<file path="src/rtl/ctrl_uart_wide.sv">
// rtl/ctrl_uart_wide.sv - UART-driven Wishbone B4 classic master with wide address/data
// Frames: 'W' adr.. dat.. / 'R' adr..; replies 'K' [+ read data] or 'T' on bus timeout.
module ctrl_uart_wide #(
    parameter int ADR_W       = 16,
    parameter int DAT_W       = 32,
    parameter int CLK_PER_BIT = 104,
    parameter int TIMEOUT     = 1024,
    parameter int RX_IDLE     = 65536
) (
    input  logic               clk_i,
    input  logic               rst_ni,
    output logic               wb_cyc_o,
    output logic               wb_stb_o,
    output logic               wb_we_o,
    output logic [ADR_W-1:0]   wb_adr_o,
    output logic [DAT_W-1:0]   wb_dat_o,
    output logic [DAT_W/8-1:0] wb_sel_o,
    input  logic [DAT_W-1:0]   wb_dat_i,
    input  logic               wb_ack_i,
    input  logic               uart_rx_ni,
    output logic               uart_tx_no,
    output logic               busy_o
);

    localparam int ADR_B = (ADR_W + 7) / 8;
    localparam int DAT_B = DAT_W / 8;
    localparam int AS_W  = ADR_B * 8;
    localparam int RB_W  = (DAT_B + 1) * 8;
    localparam int CW    = $clog2(CLK_PER_BIT + 1);
    localparam int TW    = $clog2(TIMEOUT + 1);
    localparam int IW    = $clog2(RX_IDLE + 1);

    localparam logic [CW-1:0] BIT_LAST  = CW'(CLK_PER_BIT - 1);
    localparam logic [CW-1:0] HALF_LAST = CW'(CLK_PER_BIT / 2 - 1);
    localparam logic [TW-1:0] TO_LAST   = TW'(TIMEOUT - 1);
    localparam logic [IW-1:0] IDLE_LAST = IW'(RX_IDLE - 1);
    localparam logic [2:0]    ADR_B_C   = 3'(ADR_B);
    localparam logic [2:0]    DAT_B_C   = 3'(DAT_B);
    localparam logic [2:0]    RSP_RD_C  = 3'(DAT_B + 1);

    localparam logic [7:0] CMD_WR = 8'h57;
    localparam logic [7:0] CMD_RD = 8'h52;
    localparam logic [7:0] ST_ACK = 8'h4B;
    localparam logic [7:0] ST_TO  = 8'h54;

    typedef enum logic [1:0] {RX_IDLE_S, RX_START, RX_DATA, RX_STOP} rx_state_e;
    typedef enum logic [2:0] {P_IDLE, P_ADR, P_DAT, P_BUS, P_RSP} p_state_e;

    // ---------------- UART receiver ----------------
    rx_state_e       rx_state_q;
    logic            rx_meta_q, rx_s_q, rx_prev_q;
    logic [CW-1:0]   rx_cnt_q;
    logic [2:0]      rx_bit_q;
    logic [7:0]      rx_sh_q;
    logic            rx_valid_q, rx_ferr_q;

    always_ff @(posedge clk_i or negedge rst_ni) begin
        if (!rst_ni) begin
            rx_meta_q  <= 1'b1;
            rx_s_q     <= 1'b1;
            rx_prev_q  <= 1'b1;
            rx_state_q <= RX_IDLE_S;
            rx_cnt_q   <= '0;
            rx_bit_q   <= '0;
            rx_sh_q    <= '0;
            rx_valid_q <= 1'b0;
            rx_ferr_q  <= 1'b0;
        end else begin
            rx_meta_q  <= uart_rx_ni;
            rx_s_q     <= rx_meta_q;
            rx_prev_q  <= rx_s_q;
            rx_valid_q <= 1'b0;
            rx_ferr_q  <= 1'b0;
            case (rx_state_q)
                RX_IDLE_S: begin
                    rx_cnt_q <= '0;
                    if (rx_prev_q && !rx_s_q) rx_state_q <= RX_START;
                end
                RX_START: begin
                    if (rx_cnt_q == HALF_LAST) begin
                        rx_cnt_q   <= '0;
                        rx_bit_q   <= '0;
                        // A start bit that is high again by mid-bit was a glitch.
                        rx_state_q <= rx_s_q ? RX_IDLE_S : RX_DATA;
                    end else begin
                        rx_cnt_q <= rx_cnt_q + CW'(1);
                    end
                end
                RX_DATA: begin
                    if (rx_cnt_q == BIT_LAST) begin
                        rx_cnt_q <= '0;
                        rx_sh_q  <= {rx_s_q, rx_sh_q[7:1]};
                        rx_bit_q <= rx_bit_q + 3'd1;
                        if (rx_bit_q == 3'd7) rx_state_q <= RX_STOP;
                    end else begin
                        rx_cnt_q <= rx_cnt_q + CW'(1);
                    end
                end
                RX_STOP: begin
                    if (rx_cnt_q == BIT_LAST) begin
                        rx_cnt_q   <= '0;
                        rx_state_q <= RX_IDLE_S;
                        rx_valid_q <= rx_s_q;
                        rx_ferr_q  <= !rx_s_q;
                    end else begin
                        rx_cnt_q <= rx_cnt_q + CW'(1);
                    end
                end
                default: rx_state_q <= RX_IDLE_S;
            endcase
        end
    end

    // ---------------- Command parser / bus engine ----------------
    p_state_e        p_state_q;
    logic            we_q, cyc_q, busy_q;
    logic [2:0]      bcnt_q;
    logic [IW-1:0]   idle_cnt_q;
    logic [TW-1:0]   to_cnt_q;
    logic [AS_W-1:0] adr_sh_q;
    logic [DAT_W-1:0] dat_q;
    logic [RB_W-1:0] rsp_buf_q;
    logic [2:0]      rsp_cnt_q;

    logic            tx_act_q, tx_q;
    logic [CW-1:0]   tx_cnt_q;
    logic [3:0]      tx_bit_q;
    logic [8:0]      tx_sh_q;
    logic            tx_last, tx_load;

    // tx_last is the final clock of a stop bit; loading then keeps bytes gap-free.
    assign tx_last = tx_act_q && (tx_bit_q == 4'd9) && (tx_cnt_q == BIT_LAST);
    assign tx_load = (p_state_q == P_RSP) && (rsp_cnt_q != 3'd0) && (!tx_act_q || tx_last);

    always_ff @(posedge clk_i or negedge rst_ni) begin
        if (!rst_ni) begin
            p_state_q  <= P_IDLE;
            we_q       <= 1'b0;
            cyc_q      <= 1'b0;
            busy_q     <= 1'b0;
            bcnt_q     <= '0;
            idle_cnt_q <= '0;
            to_cnt_q   <= '0;
            adr_sh_q   <= '0;
            dat_q      <= '0;
            rsp_buf_q  <= '0;
            rsp_cnt_q  <= '0;
        end else begin
            case (p_state_q)
                P_IDLE: begin
                    if (rx_valid_q && (rx_sh_q == CMD_WR || rx_sh_q == CMD_RD)) begin
                        we_q       <= (rx_sh_q == CMD_WR);
                        busy_q     <= 1'b1;
                        bcnt_q     <= ADR_B_C;
                        idle_cnt_q <= '0;
                        p_state_q  <= P_ADR;
                    end
                end
                P_ADR, P_DAT: begin
                    if (rx_ferr_q || (!rx_valid_q && idle_cnt_q == IDLE_LAST)) begin
                        busy_q    <= 1'b0;
                        p_state_q <= P_IDLE;
                    end else if (rx_valid_q) begin
                        idle_cnt_q <= '0;
                        if (p_state_q == P_ADR)
                            adr_sh_q <= (adr_sh_q << 8) | AS_W'(rx_sh_q);
                        else
                            dat_q <= (dat_q << 8) | DAT_W'(rx_sh_q);
                        if (bcnt_q != 3'd1) begin
                            bcnt_q <= bcnt_q - 3'd1;
                        end else if (p_state_q == P_ADR && we_q) begin
                            bcnt_q    <= DAT_B_C;
                            p_state_q <= P_DAT;
                        end else begin
                            cyc_q     <= 1'b1;
                            to_cnt_q  <= '0;
                            p_state_q <= P_BUS;
                        end
                    end else begin
                        idle_cnt_q <= idle_cnt_q + IW'(1);
                    end
                end
                P_BUS: begin
                    // Ack wins over a timeout expiring on the same edge.
                    if (wb_ack_i) begin
                        cyc_q     <= 1'b0;
                        rsp_buf_q <= {ST_ACK, wb_dat_i};
                        rsp_cnt_q <= we_q ? 3'd1 : RSP_RD_C;
                        p_state_q <= P_RSP;
                    end else if (to_cnt_q == TO_LAST) begin
                        cyc_q     <= 1'b0;
                        rsp_buf_q <= {ST_TO, {DAT_W{1'b0}}};
                        rsp_cnt_q <= 3'd1;
                        p_state_q <= P_RSP;
                    end else begin
                        to_cnt_q <= to_cnt_q + TW'(1);
                    end
                end
                P_RSP: begin
                    if (tx_load) begin
                        rsp_buf_q <= rsp_buf_q << 8;
                        rsp_cnt_q <= rsp_cnt_q - 3'd1;
                    end else if (tx_last && rsp_cnt_q == 3'd0) begin
                        busy_q    <= 1'b0;
                        p_state_q <= P_IDLE;
                    end
                end
                default: p_state_q <= P_IDLE;
            endcase
        end
    end

    // ---------------- UART transmitter (8N1) ----------------
    always_ff @(posedge clk_i or negedge rst_ni) begin
        if (!rst_ni) begin
            tx_q     <= 1'b1;
            tx_act_q <= 1'b0;
            tx_cnt_q <= '0;
            tx_bit_q <= '0;
            tx_sh_q  <= '1;
        end else if (tx_load) begin
            tx_q     <= 1'b0;
            tx_sh_q  <= {1'b1, rsp_buf_q[RB_W-1 -: 8]};
            tx_cnt_q <= '0;
            tx_bit_q <= '0;
            tx_act_q <= 1'b1;
        end else if (tx_act_q) begin
            if (tx_cnt_q == BIT_LAST) begin
                tx_cnt_q <= '0;
                if (tx_bit_q == 4'd9) begin
                    tx_act_q <= 1'b0;
                end else begin
                    tx_q     <= tx_sh_q[0];
                    tx_sh_q  <= {1'b1, tx_sh_q[8:1]};
                    tx_bit_q <= tx_bit_q + 4'd1;
                end
            end else begin
                tx_cnt_q <= tx_cnt_q + CW'(1);
            end
        end
    end

    assign wb_cyc_o   = cyc_q;
    assign wb_stb_o   = cyc_q;
    assign wb_we_o    = we_q & cyc_q;
    assign wb_sel_o   = {DAT_B{cyc_q}};
    assign wb_adr_o   = adr_sh_q[ADR_W-1:0];
    assign wb_dat_o   = dat_q;
    assign uart_tx_no = tx_q;
    assign busy_o     = busy_q;

endmodule

</file>
<file path="config.mk">
export PLATFORM = sky130hd
export DESIGN_NAME = ctrl_uart_wide
export DESIGN_NICKNAME = d
export VERILOG_FILES = /design/src/rtl/ctrl_uart_wide.sv
export SDC_FILE = /design/constraint.sdc
export NUM_CORES = 1
export LEC_CHECK = 0
export BUFFER_PORTS_ARGS = -buffer_cell sky130_fd_sc_hd__buf_4
export CAP_MARGIN = 20
export CORE_MARGIN = 5
export CORE_UTILIZATION = 53
export CTS_CLUSTER_DIAMETER = 50
export DETAILED_ROUTE_END_ITERATION = 8
export PLACE_DENSITY = 0.85
export SLEW_MARGIN = 20
export SYNTH_ARGS = -nofsm -noshare
export SYNTH_HDL_FRONTEND = slang
export SYNTH_SLANG_ARGS = --single-unit
</file>
<file path="constraint.sdc">
create_clock -name clk_i -period 2.2 [get_ports clk_i]
set_input_delay 0.22 -clock clk_i [delete_from_list [all_inputs] [get_ports clk_i]]
set_output_delay 0.22 -clock clk_i [all_outputs]
set_load 0.03 [all_outputs]
</file>
# Word-level counts from Yosys, hierarchy flattened
# Index checks and enable logic that the tools add are counted.
[word_totals] ramBits=0 inputBits=36 latchBits=0 rom_bits=0 memories=0 ff_bits=175 out_inout_bits=57
[classes] mul=0 bitwise=5 n_shift=0 add_sub_neg=8 muxes=84 order_cmp=0 n_reduce_logical=42 div=0 eq_ne=38
[ops] op="two-way mux 40 bit" n=3
[ops] op="one-hot mux 40 bit (2 select lines)" n=1
[ops] op="two-way mux 11 bit" n=6
[ops] op="two-way mux 3 bit" n=19
[ops] op="two-way mux 17 bit" n=3
[ops] op="two-way mux 9 bit" n=4
[ops] op="two-way mux 7 bit" n=5
[ops] op="one-hot mux 17 bit (2 select lines)" n=1
[ops] op="!= test 2 bit (second input constant)" n=16
[ops] op="OR 32 x 8 -> 32 bit" n=1
[ops] op="two-way mux 1 bit" n=23
[ops] op="one-hot mux 11 bit (2 select lines)" n=1
[ops] op="one-hot mux 7 bit (3 select lines)" n=1
[ops] op="one-hot mux 3 bit (2 select lines)" n=3
[ops] op="adder 17 x 1 -> 17 bit (second input constant)" n=1
[ops] op="equality test 17 x 16 -> 1 bit (second input constant)" n=1
[ops] op="equality test 8 x 7 -> 1 bit (second input constant)" n=2
[ops] op="two-way mux 4 bit" n=4
[ops] op="OR 16 x 8 -> 16 bit" n=1
[ops] op="AND reduction 5 bit" n=3
[ops] op="adder 7 x 1 -> 7 bit (second input constant)" n=2
[ops] op="equality test 7 bit (second input constant)" n=2
[ops] op="two-way mux 2 bit" n=6
[ops] op="!= test 3 bit (second input constant)" n=4
[ops] op="33 further kinds" n=64

# Depth between registers and ports, before layout
# Gate-level depths: netlist of the first run.
[depth] depth_word=7 depth_mapped=11

# Worst setup path before layout of the first run
# No wires, ideal clock.
[synth_path] path_kind="reg-to-reg" startpoint="register idle_cnt_q[0]" endpoint="register idle_cnt_q[12]" setup_time_ns=0.110 required_time_ns=2.090 path_buffers=0 period_less_slack_ns=2.465 stages_incl_launch_ff=11 path_slack_ns=-0.265 t_arrival_ns=2.354 path_cell_list="dfrtp_1 -> ha_1 -> nand3_1 -> nor2_1 -> and4_1 -> ha_1 -> nor2b_1 -> or2_2 -> nor2_1 -> nand2_1 -> o41ai_1"
[synth_between] elab_chain_len=5 elab_cells_between_ends=9
[synth_rtl] item="start: declaration" line_no="118" text="logic [IW-1:0] idle_cnt_q;"
[synth_rtl] item="start signal: assignment" line_no="180" text="idle_cnt_q <= idle_cnt_q + IW'(1);"
[synth_rtl] item="parallel branches: the longest is 5 deep, another holds adder 17 x 1 -> 17 bit"
# Parallel ways; which one is timed is not known. The select of a mux whose other input is x is not followed.
# A chain may end at the register's enable or synchronous reset.

# Worst setup path after layout of the first run
[layout_path] startpoint="register p_state_q[1]" endpoint="register idle_cnt_q[13]"
[layout_between] elab_chain_len=4 elab_cells_between_ends=9
[layout_rtl] item="start: declaration" line_no="115" text="p_state_e p_state_q;"
[layout_rtl] item="start signal: assignment" line_no="137" text="p_state_q <= P_IDLE;"
[layout_rtl] item="start signal: assignment" line_no="156" text="p_state_q <= P_ADR;"
[layout_rtl] item="start signal: assignment" line_no="162" text="p_state_q <= P_IDLE;"
[layout_rtl] item="equality test 3 x 1 -> 1 bit or equality test 3 x 2 -> 1 bit (tied branches)" line_no="149" text="case (p_state_q)"
[layout_rtl] item="OR reduction 2 bit" line_no="149"
[layout_rtl] item="!= test 2 bit (no line) or nonzero test 2 bit (tied branches)"
[layout_rtl] item="AND reduction 3 bit (no line)"
# Parallel ways exist; a longest one is shown, timed or not.

==> flow_summary.ini, run 1 <==
[status]
run_status = complete, but fails checks
violations = setup timing

[synth]
ys_top_cells_by_count = dfrtp_1 (162), nor2_1 (88), nand2_1 (81)
synth.most_common_cell = dfrtp_1
yosysTopAreaCell = dfrtp_1
async_reset_ff_share_pct = 100.0
synth_top_flop_cell = dfrtp_1
synth_top_area_share_pct = 51.28
synth-seq-cells = 174
yosysUniqueCellTypes = 59
yosys_warnings = 0
syn_nets = 823
synth_edf_count = 0
yosys-top-cells-area = dfrtp_1 (51%), mux2_2 (8.0%), o21ai_0 (4.2%)
synth_cells = 774
synth_seq_area_share_pct = 55.27
synth_area_sq_um = 7905
synth.avg_cell_area_sq_um = 10.21

[routing]
wl_per_cell_um = 17.25
finalWirelength_um = 19220
drc = 0
firstDrtPassIters = 5
viasPerCell = 5.834
postRouteAntennaNets = 0
first_iter_violations = 640
vias = 6499

[floorplan]
pin_count = 93
core_sq_um = 14590
die_x_um = 132.1
dieArea_sq_um = 17460
die_h_um = 132.1
fp-row-count = 44
initial_core_util_pct = 54.19

[worst_setup_path]
cpLargestDelayFamily = simple AND/OR/NAND/NOR gates
cp-start-kind = flip-flop
path_cells = or3_4, or4b_4, a21boi_4, buf_12, or4_4, o21ai_2
crit_path_max_incr_delay_ns = 0.54
cp_slowest_cell = or4b_4
path_class = flip-flop to flip-flop
crit_buf_inv = 1
endpoint_kind = flip-flop
crit_path_max_fanout = 5
required_ns = 2.56
crit_arrival_ns = 2.61

[timing]
slew_headroom_pct = 48.99
tightest_slew_ns = 0.7582
fmaxAchievable_mhz = 445.0
slew_violations = 0
hold_viol = 0
finalSetupViolations = 1
fin_crit_sh_pct = 102.1
rsz0062_at_grt = yes
finalClockSkew_ns = 0.008876
finalWorstSetupSlack_ns = -0.04709
fin_crit_ns = 2.247

[pwr]
p_switching_mw = 1.475
leakage_nw = 4.907
clock_power_share_pct = 44.3
internal_power_mw = 4.966
irDropWorstVdd_mv = 0.5979
seqPwrFrac_pct = 51.4
p_sw_share_pct = 22.90
fin_total_pwr_mw = 6.441
power_density_nw_per_um2 = 640.2
combPwrFrac_pct = 4.3

[global_route]
grt_usage_pct = 20.95
busiest_layer = met2
grtUsageMet1_pct = 27.55
grt_pass1_vias = 6315
grt_pass1_wl_um = 30530
met3_usage_pct = 3.588
grt_max_degree = 80
gr-usage-met2_pct = 34.90
overflow = 0
antenna_found_initial = 0

[cells_and_area]
drive_gt1_share_pct = 30.86
syn_to_final_growth_pct = 27.25
final_nets = 966
fin_area_sq_um = 10060
num-fill-cells = 959
antenna_cells = 0

[hold_path]
hold_class = input pin to flip-flop

[clocking]
cts_buffers = 17
clk_pin_slew_worst_paths_ns = 0.07
cts_tree = built
cts.path.max_buffers = 2
insertion_delay_ns = 0.43
cts_root_buf = clkbuf_16
h-tree-depth = 4
clock-sinks = 174

[place]
portBuffers = 92
dpl.hpwl_um = 11950
gp_congestion = 0.8559
placed_area_sq_um = 9135

[run]
cap_violations = 0
-- logic make-up after synthesis --
kind of cell / after synthesis / share of synthesized area [%]
flip-flops: 174 / 55.27
AND/OR/NAND/NOR: 275 / 16.48
multiplexers: 56 / 7.977
buffers and inverters: 58 / 3.086
XOR/XNOR: 10 / 1.108
adder cells (fa/ha/maj): 13 / 2.058
AO/OA/AOI/OAI: 188 / 14.02
-- registers in the layout, indices dropped and copies added, names as in the netlist, 7 cells and up, named ones only --
register and flops:
rsp_buf_q 40, wb_dat_o 32, tx_cnt_q 7, wb_adr_o 16
tx_sh_q 8, rx_sh_q 8, to_cnt_q 11, rx_cnt_q 7
idle_cnt_q 17
-- final cells by class --
class / instances / area [sq um] / share of cell area [%]
sequential: 174 / 4369 / 43.43
multi-input combinational: 542 / 3436 / 34.15
clock inverter: 13 / 116.4 / 1.157
tap: 184 / 230.2 / 2.289
inverter: 22 / 82.58 / 0.8209
timing repair buffer: 160 / 1383 / 13.74
clock buffer: 19 / 442.9 / 4.403
-- placed cells by master (no fill, tap or decap), drive strengths merged, types with 12 or more instances in the layout --
cell and n:
mux2 56, a21oi 60, clkbuf 23, dfrtp 162, buf 149, o22ai 13, nor3 14, inv 24
ha 13, nand2 81, dfstp 12, nand3 33, o21ai 69, nor2 88
-- worst min-delay path, stage by stage --
cell and delay (ns):
buf_4 0.08, nand3_1 0.05, nand2_1 0.06
-- power by group through the flow --
stage / logic, mW / clock network (mW) / registers, mW
6_report: 0.276 / 2.85 / 3.31
4_1_cts: 0.283 / 2.88 / 3.31
5_1_grt: 0.327 / 3.02 / 3.32
3_3_place_gp: 0.262 / 0 / 3.37
3_5_place_dp: 0.270 / 0 / 3.37
2_1_floorplan: 0.128 / 0 / 3.35
-- final timing paths --
path | start | to | slack, ns | cells after the start
max | p_state_q[1]$_DFFE_PN0P_ | idle_cnt_q[13]$_DFFE_PN0P_ | -0.05 | 6
min | wb_dat_i[4] | rsp_buf_q[4]$_DFFE_PN0P_ | 0.01 | 3
max reg2reg | p_state_q[1]$_DFFE_PN0P_ | idle_cnt_q[13]$_DFFE_PN0P_ | -0.05 | 6
min reg2reg | rx_meta_q$_DFF_PN1_ | rx_s_q$_DFF_PN1_ | 0.36 | 0
max in group asynchronous | rst_ni | idle_cnt_q[0]$_DFFE_PN0P_ | 1.12 | 3
min in group asynchronous | rst_ni | rx_cnt_q[4]$_DFF_PN0_ | 0.31 | 2
-- what timing repair did --
item / CTS / global route
hold buffers: 7 / 0
cloned: 0 / 4
hold endpoints to repair: 44 / 0
pin swaps: 5 / 7
setup endpoints to repair: 19 / 51
setup buffers: 1 / 6
gates resized for setup: 5 / 49
-- metrics by stage --
| stage | instances | hold WS (ns) | util (%) | setup TNS (ns) | setup WS (ns) |
|---|---|---|---|---|---|
| global placement | 1064 | 0.1925 | 62.62 | -0.03343 | -0.03343 |
| floorplan | 774 | -0.07559 | - | 0 | 0.002034 |
| finish | 1114 | 0.01065 | 68.95 | -0.04709 | -0.04709 |
| detailed placement | 1064 | 0.1939 | 62.62 | -0.2851 | -0.07836 |
| global route | 1114 | 0.004520 | 68.95 | -1.465 | -0.1033 |
| CTS | 1104 | 0.003079 | 67.08 | -0.03739 | -0.03739 |
-- routing by layer --
layer | wire, um | part of all wire [%]
met5 | 0 | 0
met2 | 9919 | 52
met3 | 828 | 4.3
met1 | 8035 | 42
met4 | 434 | 2.3
No activity file was read; power rests on OpenSTA's default activity.
==> run 2: changes to the inputs <==
Settings changed: CORE_UTILIZATION 53 to 55, CTS_BUF_LIST from default to sky130_fd_sc_hd__clkbuf_4 sky130_fd_sc_hd__clkbuf_8, PLACE_DENSITY 0.85 to 0.88, TNS_END_PERCENT from default to 50.
==> run 2 against run 1 <==
Effect of this change:
- fmax down 8.0%
- the run still ends with setup timing left
- cell count up 2.9%
- global-route usage up 2.1 points
- routed wire length up 16%
- first-iteration DRC count up 38%
- non-clock buffer count up 32
- via count up 9.0%
- critical path depth unchanged
- core utilization up 4.0 points
- critical endpoint is now bcnt_q[1]$_DFFE_PN0P_
==> flow_summary.ini, run 2 (synthesis gave the netlist of run 1 again) <==
[place]
portBuffers = 92
numPlacedInstances = 1058
gp_congestion = 0.8435
dpl.hpwl_um = 12080

[timing]
finalSetupViolations = 14
fin_crit_ns = 2.444
slew_headroom_pct = 52.14
fmaxAchievable_mhz = 409.2
fin_crit_sh_pct = 111.1
finalWorstSetupSlack_ns = -0.2436
tightest_slew_ns = 0.7124
finalClockSkew_ns = 0.01955
rsz0062_at_grt = yes
slew_violations = 0
tns_ns = -1.165
hold_viol = 0

[cells_and_area]
drive_gt1_share_pct = 30.35
layout_commonest_cell = dfrtp_1
final_cell_mix = dfrtp_1 (161), buf_4 (144), nor2_1 (82)
fin_cells = 1146
num-fill-cells = 835
final_nets = 998
syn_to_final_growth_pct = 29.01
largest_register_ffs = 40
largest_register = rsp_buf_q

[pwr]
irDropWorstVdd_mv = 0.4673
combPwrFrac_pct = 5.7
p_switching_mw = 1.428
power_density_nw_per_um2 = 566.1
seqPwrFrac_pct = 57.2
leakage_nw = 5.004
internal_power_mw = 4.346
p_sw_share_pct = 24.73
clock_power_share_pct = 37.1

[routing]
drc = 0
vias = 7086
finalWirelength_um = 22260
viasPerCell = 6.183
firstDrtPassIters = 6
first_iter_violations = 882
postRouteAntennaNets = 0
wl_per_cell_um = 19.43

[global_route]
grt_usage_pct = 23.04
overflow = 0
grt_max_degree = 57
antenna_found_initial = 1
grt_pass1_wl_um = 30930
grt_pass1_vias = 6418

[run]
cap_violations = 0

[floorplan]
pin_count = 93
die_x_um = 129.9
dieArea_sq_um = 16870
initial_core_util_pct = 56.51
core_sq_um = 13990
die_h_um = 129.9
fp-row-count = 43

[clocking]
clk_pin_slew_worst_paths_ns = 0.09
cts_tree = built
h-tree-depth = 4
cts_buffers = 17
insertion_delay_ns = 0.48
clock-sinks = 174
cts_root_buf = clkbuf_8
cts.path.max_buffers = 2

[worst_setup_path]
path_class = flip-flop to flip-flop
path_cells = or3_1, or4b_4, a21boi_4, buf_12, nor3_1, a2bb2oi_1
required_ns = 2.58
crit_path_max_fanout = 6
cp-start-kind = flip-flop
crit_path_max_incr_delay_ns = 0.58
endpoint_kind = flip-flop
crit_arrival_ns = 2.83
cp_slowest_cell = or4b_4

[hold_path]
hold_class = input pin to flip-flop

[status]
run_status = complete, but fails checks
violations = setup timing
## run 2: cell count changes in the layout (fill, tap and decap cells not counted), moves of 4 or more
cell           previous run  this run
clkbuf_8                  1        18
o21ai_1                  22         8
clkbuf_16                21         4
dlygate4sd3_1             7        34
diode_2                   0         4
buf_4                   138       144
o21ai_0                  43        58
## run 2: worst max-delay path: cells and delay by family (launching register included)
kind / cells / cell delay (ns)
flops: 1 / 0.41
compound gates: 2 / 0.42
buf+inv: 1 / 0.15
simple gates: 3 / 1.39
## run 2: routing by layer
| metal | part of all wire (%) | GRT usage, % | up-vias |
|---|---|---|---|
| li1 | - | - | 3117 |
| met1 | 36 | 28.29 | 3401 |
| met2 | 50 | 39.46 | 426 |
| met3 | 7.3 | 4.257 | 142 |
| met4 | 6.0 | 11.00 | 0 |
| met5 | 0 | 0 | - |
## run 2: final cells by class
| class | instances | area (sq um) | area share [%] |
|---|---|---|---|
| diodes | 4 | 10.01 | 0.09815 |
| repair buffers | 192 | 1687 | 16.54 |
| well taps | 180 | 225.2 | 2.208 |
| clock inverters | 13 | 115.1 | 1.129 |
| flip-flops and latches | 174 | 4370 | 42.85 |
| clock buffers | 19 | 255.2 | 2.503 |
| multi-input cells | 542 | 3453 | 33.86 |
| inverters | 22 | 82.58 | 0.8097 |
## run 2: what timing repair did
action	in CTS	in global routing
hold buffers	34	0
endpoints found under the hold margin	79	0
buffers inserted	3	10
setup endpoints to repair	4	50
gates resized for setup	6	34
cloned	0	6
pin swaps	4	14
## run 2: final timing paths
path,startpoint,endpoint,slack [ns],depth (start not counted)
setup / recovery,p_state_q[2]$_DFFE_PN0P_,bcnt_q[1]$_DFFE_PN0P_,-0.24,6
setup reg to reg,p_state_q[2]$_DFFE_PN0P_,bcnt_q[1]$_DFFE_PN0P_,-0.24,6
max in group asynchronous,rst_ni,rsp_buf_q[0]$_DFFE_PN0P_,1.20,3
min in group asynchronous,rst_ni,wb_adr_o[8]$_DFFE_PN0P_,0.27,2
hold / removal,wb_ack_i,p_state_q[2]$_DFFE_PN0P_,0.11,3
hold reg to reg,rx_meta_q$_DFF_PN1_,rx_s_q$_DFF_PN1_,0.36,0
## run 2: power by group through the flow
stage	registers (mW)	clock network (mW)	logic [mW]
floorplan	3.35	0	0.128
global placement	3.36	0	0.269
detailed placement	3.36	0	0.273
CTS	3.30	2.13	0.323
global route	3.31	2.29	0.368
finish	3.30	2.14	0.328
## run 2: stage by stage
| stage | util, % | hold WS [ns] | worst slack [ns] | total power [mW] | cell area [sq um] |
|---|---|---|---|---|---|
| finish | 72.91 | 0.1113 | -0.2436 | 5.774 | 10200 |
| global route | 72.85 | 0.1101 | -0.2371 | 5.966 | 10190 |
| CTS | 70.48 | 0.08409 | -0.03932 | 5.755 | 9859 |
| detailed placement | 65.11 | 0.2057 | -0.04812 | 3.637 | 9107 |
| global placement | 65.11 | 0.2071 | 0.009691 | 3.632 | 9107 |
| floorplan | - | -0.07559 | 0.002034 | 3.479 | 7924 |
